## config.mk

```make
export PLATFORM = sky130hd
export DESIGN_NAME = imem_loader
export DESIGN_NICKNAME = d
export VERILOG_FILES = /design/src/rtl/imem_loader_pkg.sv /design/src/rtl/imem_loader_word_assembler.sv /design/src/rtl/imem_loader.sv
export SDC_FILE = /design/constraint.sdc
export NUM_CORES = 1
export LEC_CHECK = 0
export BUFFER_PORTS_ARGS = -buffer_cell sky130_fd_sc_hd__buf_2
export CORE_MARGIN = 2
export CORE_UTILIZATION = 61
export DETAILED_ROUTE_END_ITERATION = 7
export MAX_ROUTING_LAYER = met4
export PLACE_DENSITY = 0.91
export SYNTH_ARGS = -nofsm -noshare
export SYNTH_HDL_FRONTEND = slang
export SYNTH_SLANG_ARGS = --single-unit
```

## constraint.sdc

```tcl
create_clock -name clk -period 11.1 [get_ports clk]
set_clock_uncertainty 0.05 [all_clocks]
set_input_delay 0 -clock clk [delete_from_list [all_inputs] [get_ports clk]]
set_output_delay 0 -clock clk [all_outputs]
set_load 0.03 [all_outputs]
```

## src/rtl/imem_loader_pkg.sv

```systemverilog
`default_nettype none
// ============================================================================
// Module   : imem_loader_pkg
// Brief    : Shared types, sizes and range check for the instruction loader.
// Revision : 1.0
// ============================================================================
package imem_loader_pkg;

    localparam int IMEM_DEPTH  = 1024;
    localparam int IMEM_ADDR_W = 10;
    localparam int WORD_W      = 32;
    localparam int COUNT_W     = IMEM_ADDR_W + 1;
    localparam int SUM_W       = COUNT_W + 1;

    typedef enum logic [1:0] {
        ST_IDLE  = 2'd0,
        ST_LOAD  = 2'd1,
        ST_WRITE = 2'd2,
        ST_DONE  = 2'd3
    } state_t;

    // A load is legal only if it is non-empty and fits without wrapping.
    function automatic logic range_ok(
        input logic [IMEM_ADDR_W-1:0] addr,
        input logic [COUNT_W-1:0]     cnt
    );
        logic [SUM_W-1:0] w_end;
        w_end = {2'b00, addr} + {1'b0, cnt};
        return (cnt != '0) &&
               (cnt <= COUNT_W'(IMEM_DEPTH)) &&
               (w_end <= SUM_W'(IMEM_DEPTH));
    endfunction

endpackage
`default_nettype wire

```

## src/rtl/imem_loader_word_assembler.sv

```systemverilog
`default_nettype none
// ============================================================================
// Module   : word_assembler
// Brief    : Packs accepted bytes little-endian into a 32-bit word.
// Revision : 1.0
// ============================================================================
module word_assembler
    import imem_loader_pkg::*;
(
    input  logic              clk,
    input  logic              rst,
    input  logic              clear,
    input  logic              accept,
    input  logic [7:0]        byte_data,
    output logic [WORD_W-1:0] word,
    output logic              word_done
);

    logic [1:0]        r_idx;
    logic [WORD_W-1:0] r_word;

    // Every byte lane is overwritten per word, so no clearing of the word is needed.
    always_ff @(posedge clk or posedge rst) begin
        if (rst) begin
            r_idx  <= '0;
            r_word <= '0;
        end else if (clear) begin
            r_idx  <= '0;
        end else if (accept) begin
            r_word[{r_idx, 3'b000} +: 8] <= byte_data;
            r_idx                        <= r_idx + 2'd1;
        end
    end

    assign word      = r_word;
    assign word_done = accept && (r_idx == 2'd3);

endmodule
`default_nettype wire

```

## src/rtl/imem_loader.sv

```systemverilog
`default_nettype none
// ============================================================================
// Module   : imem_loader
// Brief    : Streams bytes into instruction memory words with checksum.
// Revision : 1.0
// ============================================================================
module imem_loader
    import imem_loader_pkg::*;
(
    input  logic                   clk,
    input  logic                   rst,
    input  logic                   start,
    input  logic [IMEM_ADDR_W-1:0] start_addr,
    input  logic [COUNT_W-1:0]     word_count,
    input  logic                   abort,
    input  logic                   byte_valid,
    input  logic [7:0]             byte_data,
    output logic                   byte_ready,
    output logic                   mem_we,
    output logic [IMEM_ADDR_W-1:0] mem_addr,
    output logic [WORD_W-1:0]      mem_wdata,
    output logic                   busy,
    output logic                   done,
    output logic                   err,
    output logic [WORD_W-1:0]      checksum
);

    state_t                 r_state;
    state_t                 w_next;
    logic [IMEM_ADDR_W-1:0] r_base;
    logic [COUNT_W-1:0]     r_count;
    logic [COUNT_W-1:0]     r_widx;
    logic [WORD_W-1:0]      r_running;
    logic [WORD_W-1:0]      r_checksum;
    logic                   r_err;

    logic                   w_in_idle;
    logic                   w_range_ok;
    logic                   w_start_ok;
    logic                   w_start_bad;
    logic                   w_abort;
    logic                   w_accept;
    logic                   w_word_done;
    logic                   w_last_word;
    logic                   w_commit;
    logic [WORD_W-1:0]      w_word;

    assign w_in_idle   = (r_state == ST_IDLE);
    assign w_range_ok  = range_ok(start_addr, word_count);
    assign w_start_ok  = w_in_idle && start && w_range_ok;
    assign w_start_bad = w_in_idle && start && !w_range_ok;
    assign w_abort     = abort && ((r_state == ST_LOAD) || (r_state == ST_WRITE));
    assign w_accept    = byte_valid && byte_ready;
    assign w_last_word = ((r_widx + COUNT_W'(1)) == r_count);
    assign w_commit    = (r_state == ST_WRITE) && !abort;

    word_assembler u_word_assembler (
        .clk       (clk),
        .rst       (rst),
        .clear     (w_start_ok || w_abort),
        .accept    (w_accept),
        .byte_data (byte_data),
        .word      (w_word),
        .word_done (w_word_done)
    );

    always_ff @(posedge clk or posedge rst) begin
        if (rst) begin
            r_state <= ST_IDLE;
        end else begin
            r_state <= w_next;
        end
    end

    // Abort outranks byte completion and word commit in both active states.
    always_comb begin
        w_next = r_state;
        case (r_state)
            ST_IDLE: begin
                if (w_start_ok) begin
                    w_next = ST_LOAD;
                end
            end
            ST_LOAD: begin
                if (abort) begin
                    w_next = ST_IDLE;
                end else if (w_word_done) begin
                    w_next = ST_WRITE;
                end
            end
            ST_WRITE: begin
                if (abort) begin
                    w_next = ST_IDLE;
                end else if (w_last_word) begin
                    w_next = ST_DONE;
                end else begin
                    w_next = ST_LOAD;
                end
            end
            ST_DONE: begin
                w_next = ST_IDLE;
            end
            default: begin
                w_next = ST_IDLE;
            end
        endcase
    end

    always_comb begin
        byte_ready = 1'b0;
        mem_we     = 1'b0;
        busy       = 1'b0;
        done       = 1'b0;
        case (r_state)
            ST_LOAD: begin
                busy       = 1'b1;
                byte_ready = !abort;
            end
            ST_WRITE: begin
                busy   = 1'b1;
                mem_we = !abort;
            end
            ST_DONE: begin
                busy = 1'b1;
                done = 1'b1;
            end
            default: begin
                busy = 1'b0;
            end
        endcase
    end

    always_ff @(posedge clk or posedge rst) begin
        if (rst) begin
            r_base    <= '0;
            r_count   <= '0;
            r_widx    <= '0;
            r_running <= '0;
        end else if (w_start_ok) begin
            r_base    <= start_addr;
            r_count   <= word_count;
            r_widx    <= '0;
            r_running <= '0;
        end else if (w_commit) begin
            r_running <= r_running ^ w_word;
            r_widx    <= r_widx + COUNT_W'(1);
        end
    end

    // The published checksum only moves on a completed load.
    always_ff @(posedge clk or posedge rst) begin
        if (rst) begin
            r_checksum <= '0;
            r_err      <= 1'b0;
        end else begin
            r_err <= w_start_bad || w_abort;
            if (r_state == ST_DONE) begin
                r_checksum <= r_running;
            end
        end
    end

    assign mem_addr  = r_base + r_widx[IMEM_ADDR_W-1:0];
    assign mem_wdata = w_word;
    assign err       = r_err;
    assign checksum  = r_checksum;

endmodule
`default_nettype wire

```

# Yosys cells after proc, flatten, opt, wreduce, memory -nomap -nowiden
# Index checks and enable logic that the tools add are counted.
# W data, S select, Z words.
# op_classes
n_lt_le_gt_ge	2
shift	2
n_reduce_logical	21
n_mux	17
n_bitwise	2
n_addsub	5
eq_ne	7
# ops
operator	n
$mux W32	2
$bwmux W32	1
$shift A8 B7 Y32 const A	1
$shiftx A8 B7 Y32	1
$xor A32 B32 Y32	1
$mux W11	2
$mux W2	7
$add A10 B11 Y12	1
$le A12 B11 Y1 const B	1
$add A11 B1 Y11 const B	1
$eq A11 B11 Y1	1
$le A11 B11 Y1 const B	1
$reduce_bool A11 Y1	1
$add A10 B10 Y10	1
$logic_and A1 B1 Y1	9
$pmux W2 S4	1
$neg A5 Y7	1
$eq A2 B2 Y1 const B	3
$mux W1	4
$reduce_and A2 Y1	2
$reduce_bool A2 Y1	2
$logic_or A1 B1 Y1	3
$ne A3 B2 Y1 const B	1
$reduce_or A3 Y1	1
other kinds (6)	7
# totals
out_inout_bits	79
regBits	133
wordCells	65

# Longest topological paths before layout
# Gate-level depths: netlist (run 1).
# depth
depth_word	7
depth_mapped	11

# Hierarchy
# From an unflattened synthesis (run 1), not the netlist that was laid out.
# unflattened
hier_cells	651
hier_area_um2	6930.4
# modules_own_cells
module	instances	seq_area_each_um2	area_per_inst_um2	cells_each
imem_loader	1	2477.4	5292.6	490
word_assembler	1	850.8	1637.8	161

# Worst setup path before layout (run 1)
# Ideal clock, no wire load.
# synth_timing
path_kind	input-to-reg
from	in start_addr[0]
to	reg r_count[0]
arrival_time_ns	2.441
required_time_ns	10.925
path_stages	10
slack_ns	8.485
path_buffers	1
setup_time_ns	0.125
cell_sequence	ha_1 > fa_1 > xnor2_1 > o211ai_1 > nor3_1 > o2111ai_1 > o41a_1 > nor3_4 > buf_2 > mux2_2
# synth_via
elab_chain_len	4
# synth_rtl
element	line_no	text
start, declared	imem_loader.sv:13	input logic [IMEM_ADDR_W-1:0] start_addr,
$add A10 B11 Y12	imem_loader_pkg.sv:28	w_end = {2'b00, addr} + {1'b0, cnt};
$le A12 B11 Y1	imem_loader_pkg.sv:31	(w_end <= SUM_W'(IMEM_DEPTH));
$logic_and A1 B1 Y1	imem_loader_pkg.sv:30	(cnt <= COUNT_W'(IMEM_DEPTH)) &&
$logic_and A1 B1 Y1	imem_loader.sv:50	assign w_start_ok = w_in_idle && start && w_range_ok;
end signal, assigned	imem_loader.sv:141	r_count <= word_count;
end, declared	imem_loader.sv:31	logic [COUNT_W-1:0] r_count;
# Every way passes these cells.
# A chain may end at the register's enable or synchronous reset.

# Worst setup path in the final report (run 1)
# layout_timing
from	in start_addr[0]
to	reg u_word_assembler.r_word[24] (netlist: u_word_assembler.word[24])
# layout_via
elab_chain_len	7
# layout_rtl
element	line_no	text
$add A10 B11 Y12	imem_loader_pkg.sv:28	
$le A12 B11 Y1	imem_loader_pkg.sv:31	
$logic_and A1 B1 Y1	imem_loader_pkg.sv:30	
$logic_and A1 B1 Y1	imem_loader.sv:50	
$logic_or A1 B1 Y1	imem_loader.sv:60	.clear (w_start_ok || w_abort),
$not A1 Y1 (no line)	-	
$reduce_and A2 Y1 (no line)	-	
end signal, assigned by index	imem_loader_word_assembler.sv:30	r_word[{r_idx, 3'b000} +: 8] <= byte_data;
end, declared	imem_loader_word_assembler.sv:20	logic [WORD_W-1:0] r_word;
# Every way passes these cells.

==> key figures, run 1 <==
Floorplanning
  • Initial Utilization: 0.627
  • Core Box Area: 10,800 sq um
  • Row cnt: 38
  • Die Y: 110 microns
  • Chip width: 110 microns
  • Top-Level Pins: 113
  • Total die area: 12,000 sq um

Global route
  • Largest net degree at the start of global routing: 75
  • First-pass GRT wire length: 28.7 mm
  • Initial antenna violation count: 0
  • Grt ovf: 0
  • Vias in the first global route: 5,684
  • All-Layer GR Usage: 0.328

Detailed routing
  • Post-detailed-route count of antenna-violating nets: 0
  • Wire length per cell: 19.2 microns
  • First-pass iteration count of the detailed router: 5
  • Iter 0 DRT Violations: 507
  • DRC: 0
  • Average vias per placed instance: 5.78
  • Post-Route WL: 18.1 mm
  • Routed vias: 5,443

Clock network
  • Worst-Skew Late Latency: 0.53 ns
  • Clock buffer depth: 2
  • Root buf cell: clkbuf_8
  • Max H-tree Level: 4
  • TritonCTS clock tree: built
  • Sink Count: 133
  • CTS Buf Count: 17
  • Post-CTS Resized: 0
  • Clock Pin Slew Worst Setup and Hold Paths: 0.06 ns

Job
  • Max-cap viol count: 0

Placed design
  • # port buffers: 112
  • Final HPWL DP: 11.4 mm
  • Routability Congestion: 0.892

Synth
  • Post-synth top flop: dfrtp_1
  • Flops & latches, synth: 133
  • Largest cells by area after synthesis: dfrtp_1 49%, mux2_2 8.5%, xor2_1 6.4%, ha_1 5.5%, mux2i_1 5.2%
  • Synth Instances: 641
  • Unique cell type count in the Yosys netlist: 51
  • Mapped cell area: 6800 sq um
  • Most common cell in the netlist: dfrtp_1
  • Average cell area after synthesis: 10.6 sq um
  • Async set or reset register ratio after synthesis: 1.00
  • Synth Net Count: 707
  • Post-synth EDFFs: 0
  • Synth top area share: 0.490
  • Cell taking the most area after synthesis: dfrtp_1
  • Yosys warns: 0
  • Synth top cells by count: 133 x dfrtp_1, 89 x nand2_1, 59 x nor2_1
  • Seq/Total Area, Yosys: 0.490

Pwr
  • Maximum vdd drop: 0.167 mV
  • Total power: 2.40 mW
  • Power per Cell Area: 286 nW/um^2
  • LEAKAGE: 4.08 nW

Worst setup path
  • Buf/Inv on CP: 3
  • Critical Path Max Stage Delay: 0.70 ns
  • CP Class: in2reg
  • CP Data Required Time: 11.47 ns
  • CP arrival: 3.92 ns
  • CP max stage cell: buf_4
  • Crit-path cells: dlygate4sd3_1, buf_2, ha_1, fa_1, xnor2_1, o211ai_1, nor3_1, o2111ai_1, o41a_1, nor3_4, buf_4, nor2_2, mux2i_1
  • Crit path max-delay family: buffers and inverters
  • CP max FO: 72
  • Startpoint types: input port
  • CP Capture Type: register

Final layout
  • Layout Nets: 857
  • Fillers: 620
  • Storage cell area: 3330 sq um
  • Area Overhead vs Synth: 23.5%
  • Area of the multi-input gates: 3200 sq um
  • Share of layout cells above drive strength 1: 0.255
  • Diode count: 0

STA
  • Final hold viol count: 0
  • Fin crit share: 0.320
  • Setup tns final: 0 ns
  • Setup violations, final: 0
  • Slew @ Worst Pin: 0.965 ns
  • Hold_ws: 0.173 ns
  • Max-slew violations: 0
  • Period minus WS final: 3.55 ns
  • Unrepaired setup endpoints after global routing: false
  • Relative slew slack: 0.351
  • Fmax: 282 MHz

Status
  • Status: completed

Worst hold path
  • Hold crit path type: in2async
[metrics by stage]
stage	instances	cell area (sq um)	setup WS, ns	util
detailed placement	879	7480	7.77	0.690
finish	941	8390	7.55	0.774
floorplan	641	6800	7.50	-
CTS	941	8390	7.73	0.774
global route	941	8390	7.45	0.774
global placement	879	7480	7.89	0.690
[kinds of logic (layout without fill, tap and decap cells)]
family	count (synthesis)	after routing	share of synthesized area
buf+inv	67	227	0.0387
compound gates	61	61	0.0595
flops	133	133	0.490
fa+ha+maj	32	32	0.0611
simple gates	190	190	0.122
xor+xnor	71	71	0.0915
mux	87	87	0.138
[state kept, by name, summed over array words and instances (netlist names)]
register	cells
r_state	2
checksum	32
u_word_assembler.r_idx	2
err	1
r_base	10
u_word_assembler.word	32
r_running	32
r_widx	11
r_count	11
[final timing paths]
| kind | startpoint | cells after the start | endpoint | slack, ns |
|---|---|---|---|---|
| max reg2reg | r_widx[0] | 9 | r_state[1] | 8.45 |
| min reg2reg | checksum[28] | 1 | checksum[28] | 0.45 |
| max | start_addr[0] | 13 | u_word_assembler.word[24] | 7.55 |
| min | rst | 3 | checksum[29] | 0.17 |
| min in group clk | abort | 3 | u_word_assembler.r_idx[0] | 0.21 |
| max in group asynchronous | rst | 4 | u_word_assembler.word[28] | 9.53 |
[metal layers]
layer  wire length, microns  share of wire  vias to the layer above  global-route usage
met1                   7290           0.40                     2682               0.406
li1                       -              -                     2432                   -
met2                   9030           0.50                      268               0.526
met3                   1190          0.066                       61              0.0664
met4                    588          0.032                        0               0.146
met5                      0              0                        -                   -
[worst reg2reg max path, delay by kind of cell, from the launching register on]
family	cells	cell delay, ns
adder cells (fa/ha/maj)	1	0.26
multiplexers	1	0.14
AND/OR/NAND/NOR	3	0.63
XOR/XNOR	1	0.19
flip-flops	1	0.50
AO/OA/AOI/OAI	3	0.83
[cell type report]
type,instances,share of cell area
Clock inverter,9,0.0155
Multi-Input combinational cell,441,0.382
Clock buffer,20,0.0531
Sequential cell,133,0.397
Tap cell,140,0.0209
Inverter,49,0.0222
Timing Repair Buffer,149,0.110
[cell usage in the layout (no fill, tap or decap), types with 4 or more instances in the layout]
| master | netlist | final |
|---|---|---|
| ha_1 | 30 | 30 |
| clkbuf_16 | 0 | 16 |
| dfrtp_1 | 133 | 133 |
| nor3b_1 | 4 | 4 |
| buf_4 | 1 | 4 |
| buf_2 | 6 | 112 |
| nand2b_1 | 5 | 5 |
| nand2_1 | 89 | 89 |
| xor2_1 | 50 | 50 |
| nand3_1 | 5 | 5 |
| nor3_1 | 6 | 6 |
| nor2_1 | 59 | 59 |
| mux2_2 | 51 | 51 |
| nand4_1 | 4 | 4 |
| dlygate4sd3_1 | 0 | 33 |
| inv_1 | 48 | 47 |
| nor2_2 | 4 | 4 |
| a21o_1 | 8 | 8 |
| mux2i_1 | 35 | 35 |
| o21ai_0 | 14 | 14 |
| a21oi_1 | 16 | 16 |
| xnor2_1 | 21 | 21 |
[where the power goes]
group	total, mW	internal [mW]	switching, mW
clock network	0.553	0.350	0.203
registers	0.858	0.686	0.172
logic	0.988	0.354	0.634
total	2.40	1.39	1.01
[what timing repair did]
item / in CTS / in global routing
buffers inserted: 0 / 0
endpoints found under the hold margin: 131 / 0
hold buffers: 33 / 0
Power figures use the tool's default switching activity.
==> run 2: changes to the inputs <==
CORE_UTILIZATION = 51   (was 61)
PLACE_DENSITY = 0.82   (was 0.91)
clock period = 2.9 ns   (was 11.1 ns; I/O delays follow)
==> key figures, run 2 (same netlist as run 1, synthesis figures left out) <==
Final layout
  • Fillers: 963 (was 620)
  • Commonest non-fill, non-tap cell in the layout: dfrtp_1 (unchanged)
  • Most frequent cells in the layout: 131 x dfrtp_1, 105 x buf_2, 89 x nand2_1 (was 133 x dfrtp_1, 112 x buf_2, 89 x nand2_1)
  • Share of layout cells above drive strength 1: 0.298 (was 0.255)
  • Diode count: 0 (unchanged)
  • Storage cell area: 3330 sq um (about the same)
  • Area Overhead vs Synth: 29.5% (was 23.5%)
  • Final Core Density: 0.670 (was 0.774)
  • Layout Nets: 873 (was 857)
  • Area of the multi-input gates: 3330 sq um (was 3200 sq um)

Clock network
  • Clock Pin Slew Worst Setup and Hold Paths: 0.06 ns (about the same)
  • Worst-Skew Late Latency: 0.42 ns (was 0.53 ns)
  • Root buf cell: clkbuf_16 (was clkbuf_8)
  • Clock buffer depth: 2 (unchanged)
  • Sink Count: 133 (unchanged)
  • Max H-tree Level: 4 (unchanged)
  • TritonCTS clock tree: built (unchanged)
  • CTS Buf Count: 17 (unchanged)

Worst setup path
  • R2r setup slk: 0.28 ns (was 8.45 ns)
  • Reg-to-reg endpoint: r_state[1] (unchanged)
  • CP arrival: 3.06 ns (was 3.92 ns)
  • CP Data Required Time: 3.14 ns (was 11.47 ns)
  • Reg2reg start: r_widx[0] (unchanged)
  • CP Capture Type: register (unchanged)
  • CP max FO: 5 (was 72)
  • Crit path launch: word_count[5] (was start_addr[0])
  • CP Class: in2reg (unchanged)
  • Startpoint types: input port (unchanged)
  • FF-to-FF path depth: 9 (unchanged)

Detailed routing
  • DRC: 0 (unchanged)
  • Routed vias: 5,253 (was 5,443)
  • Wire length per cell: 16.7 microns (was 19.2 microns)
  • Iter 0 DRT Violations: 369 (was 507)
  • First-pass iteration count of the detailed router: 6 (was 5)
  • Post-detailed-route count of antenna-violating nets: 0 (unchanged)
  • Post-Route WL: 16.6 mm (was 18.1 mm)
  • Average vias per placed instance: 5.27 (was 5.78)

Pwr
  • Clk pwr share: 0.238 (was 0.230)
  • LEAKAGE: 4.21 nW (was 4.08 nW)
  • Power per Cell Area: 1050 nW/um^2 (was 286 nW/um^2)
  • Switch Pwr: 3.81 mW (was 1.01 mW)
  • Pint: 5.44 mW (was 1.39 mW)
  • Gate power share: 0.413 (was 0.412)
  • Maximum vdd drop: 0.631 mV (was 0.167 mV)
  • Total power: 9.26 mW (was 2.40 mW)
  • Reg power frac: 0.349 (was 0.358)
  • Sw Share: 0.412 (was 0.421)

Floorplanning
  • Total die area: 14,300 sq um (was 12,000 sq um)
  • Die Y: 119 microns (was 110 microns)
  • Top-Level Pins: 113 (unchanged)
  • Row cnt: 42 (was 38)
  • Core Box Area: 13,100 sq um (was 10,800 sq um)
  • Initial Utilization: 0.517 (was 0.627)
  • Chip width: 119 microns (was 110 microns)

STA
  • Max-slew violations: 0 (unchanged)
  • Relative slew slack: 0.386 (was 0.351)
  • Final hold viol count: 0 (unchanged)
  • Slew @ Worst Pin: 0.918 ns (was 0.965 ns)
  • Period minus WS final: 2.82 ns
  • Setup violations, final: 0 (unchanged)
  • Fin crit share: 0.972
  • Fmax: 355 MHz

Worst hold path
  • Hold path depth: 2
  • Hold EP: r_count[2]
  • Worst min-delay path startpoint: word_count[2]
  • Hold crit path type: in2reg (was in2async)

Global route
  • First-pass GRT wire length: 26.9 mm (was 28.7 mm)
  • Largest net degree at the start of global routing: 64 (was 75)
  • Initial antenna violation count: 0 (unchanged)
  • All-Layer GR Usage: 0.246 (was 0.328)
  • Grt ovf: 0 (unchanged)
  • Vias in the first global route: 5,386 (was 5,684)

Placed design
  • # port buffers: 112 (unchanged)
  • Final HPWL DP: 11.0 mm (was 11.4 mm)
  • Routability Congestion: 0.840 (was 0.892)

Job
  • Max-cap viol count: 0 (unchanged)

Status
  • Status: completed (unchanged)
run 2: cell types whose count changed in the layout (fill, tap and decap cells not counted), sizes merged:
| cell | previous run | this run |
|---|---|---|
| dlymetal6s4s | 0 | 2 |
| clkbuf | 20 | 19 |
| dlygate4sd3 | 33 | 30 |
| clkinv | 6 | 5 |
| buf | 116 | 132 |
| inv | 48 | 51 |
| clkinvlp | 1 | 4 |
run 2: layout make-up:
cell class	count	share of cell area
inverter	49	0.0213
clock inverter	14	0.0199
multi-input combinational	441	0.378
sequential	133	0.379
timing repair buffer	165	0.128
clock buffer	18	0.0488
tap	176	0.0250
run 2: power by group through the flow:
stage	Combinational (mW)	Clock [mW]	Sequential [mW]
after global placement	3.57	0	3.20
after detailed placement	3.66	0	3.23
after global routing	4.11	2.33	3.31
after floorplan	1.90	0	3.89
final	3.83	2.20	3.23
after CTS	3.74	2.23	3.21
run 2: how the worst max path moves through the flow:
stage / end / slack (ns)
after floorplan: r_count[0] / 0.28
after global placement: r_state[1] / 0.06
after detailed placement: r_state[1] / 0.001
after CTS: mem_addr[9] / 0.002
after global routing: r_state[1] / -0.007
final: r_state[1] / 0.08
run 2: worst max-delay path, stage by stage:
cell and delay (ns):
dlygate4sd3_1 0.56, buf_2 0.16, ha_2 0.30, a21o_1 0.20
a31o_2 0.28, nor2_2 0.09, xnor2_1 0.06, o41a_1 0.45
or3b_1 0.39, a22o_1 0.23, mux2_1 0.31
run 2: stage by stage:
stage                     setup TNS [ns]  instances  hold slack (ns)  worst slack, ns  instance area (sq um)
after floorplan                        0        641           0.0413            0.285                   6800
after global placement                 0        930          0.00134           0.0615                   7710
after detailed placement               0        930          0.00160          0.00129                   7710
after CTS                              0        994           0.0134          0.00232                   8630
after global routing            -0.00872        996           0.0146         -0.00724                   8800
final                                  0        996           0.0259           0.0812                   8800
run 2: metal layers:
| layer | vias up | wire length (microns) | GRT usage |
|---|---|---|---|
| met5 | - | 0 | - |
| met4 | 0 | 528 | 0.112 |
| met3 | 45 | 661 | 0.0536 |
| met2 | 145 | 8150 | 0.393 |
| met1 | 2592 | 7290 | 0.301 |
| li1 | 2471 | - | - |
run 2: timing repair:
| action | 4_1_cts | 5_1_grt |
|---|---|---|
| setup buffers | 0 | 6 |
| hold buffers | 32 | 0 |
| endpoints found under the hold margin | 135 | 0 |
| pin swaps | 1 | 16 |
| endpoints found under the setup margin | 2 | 84 |
| resized for setup | 1 | 35 |
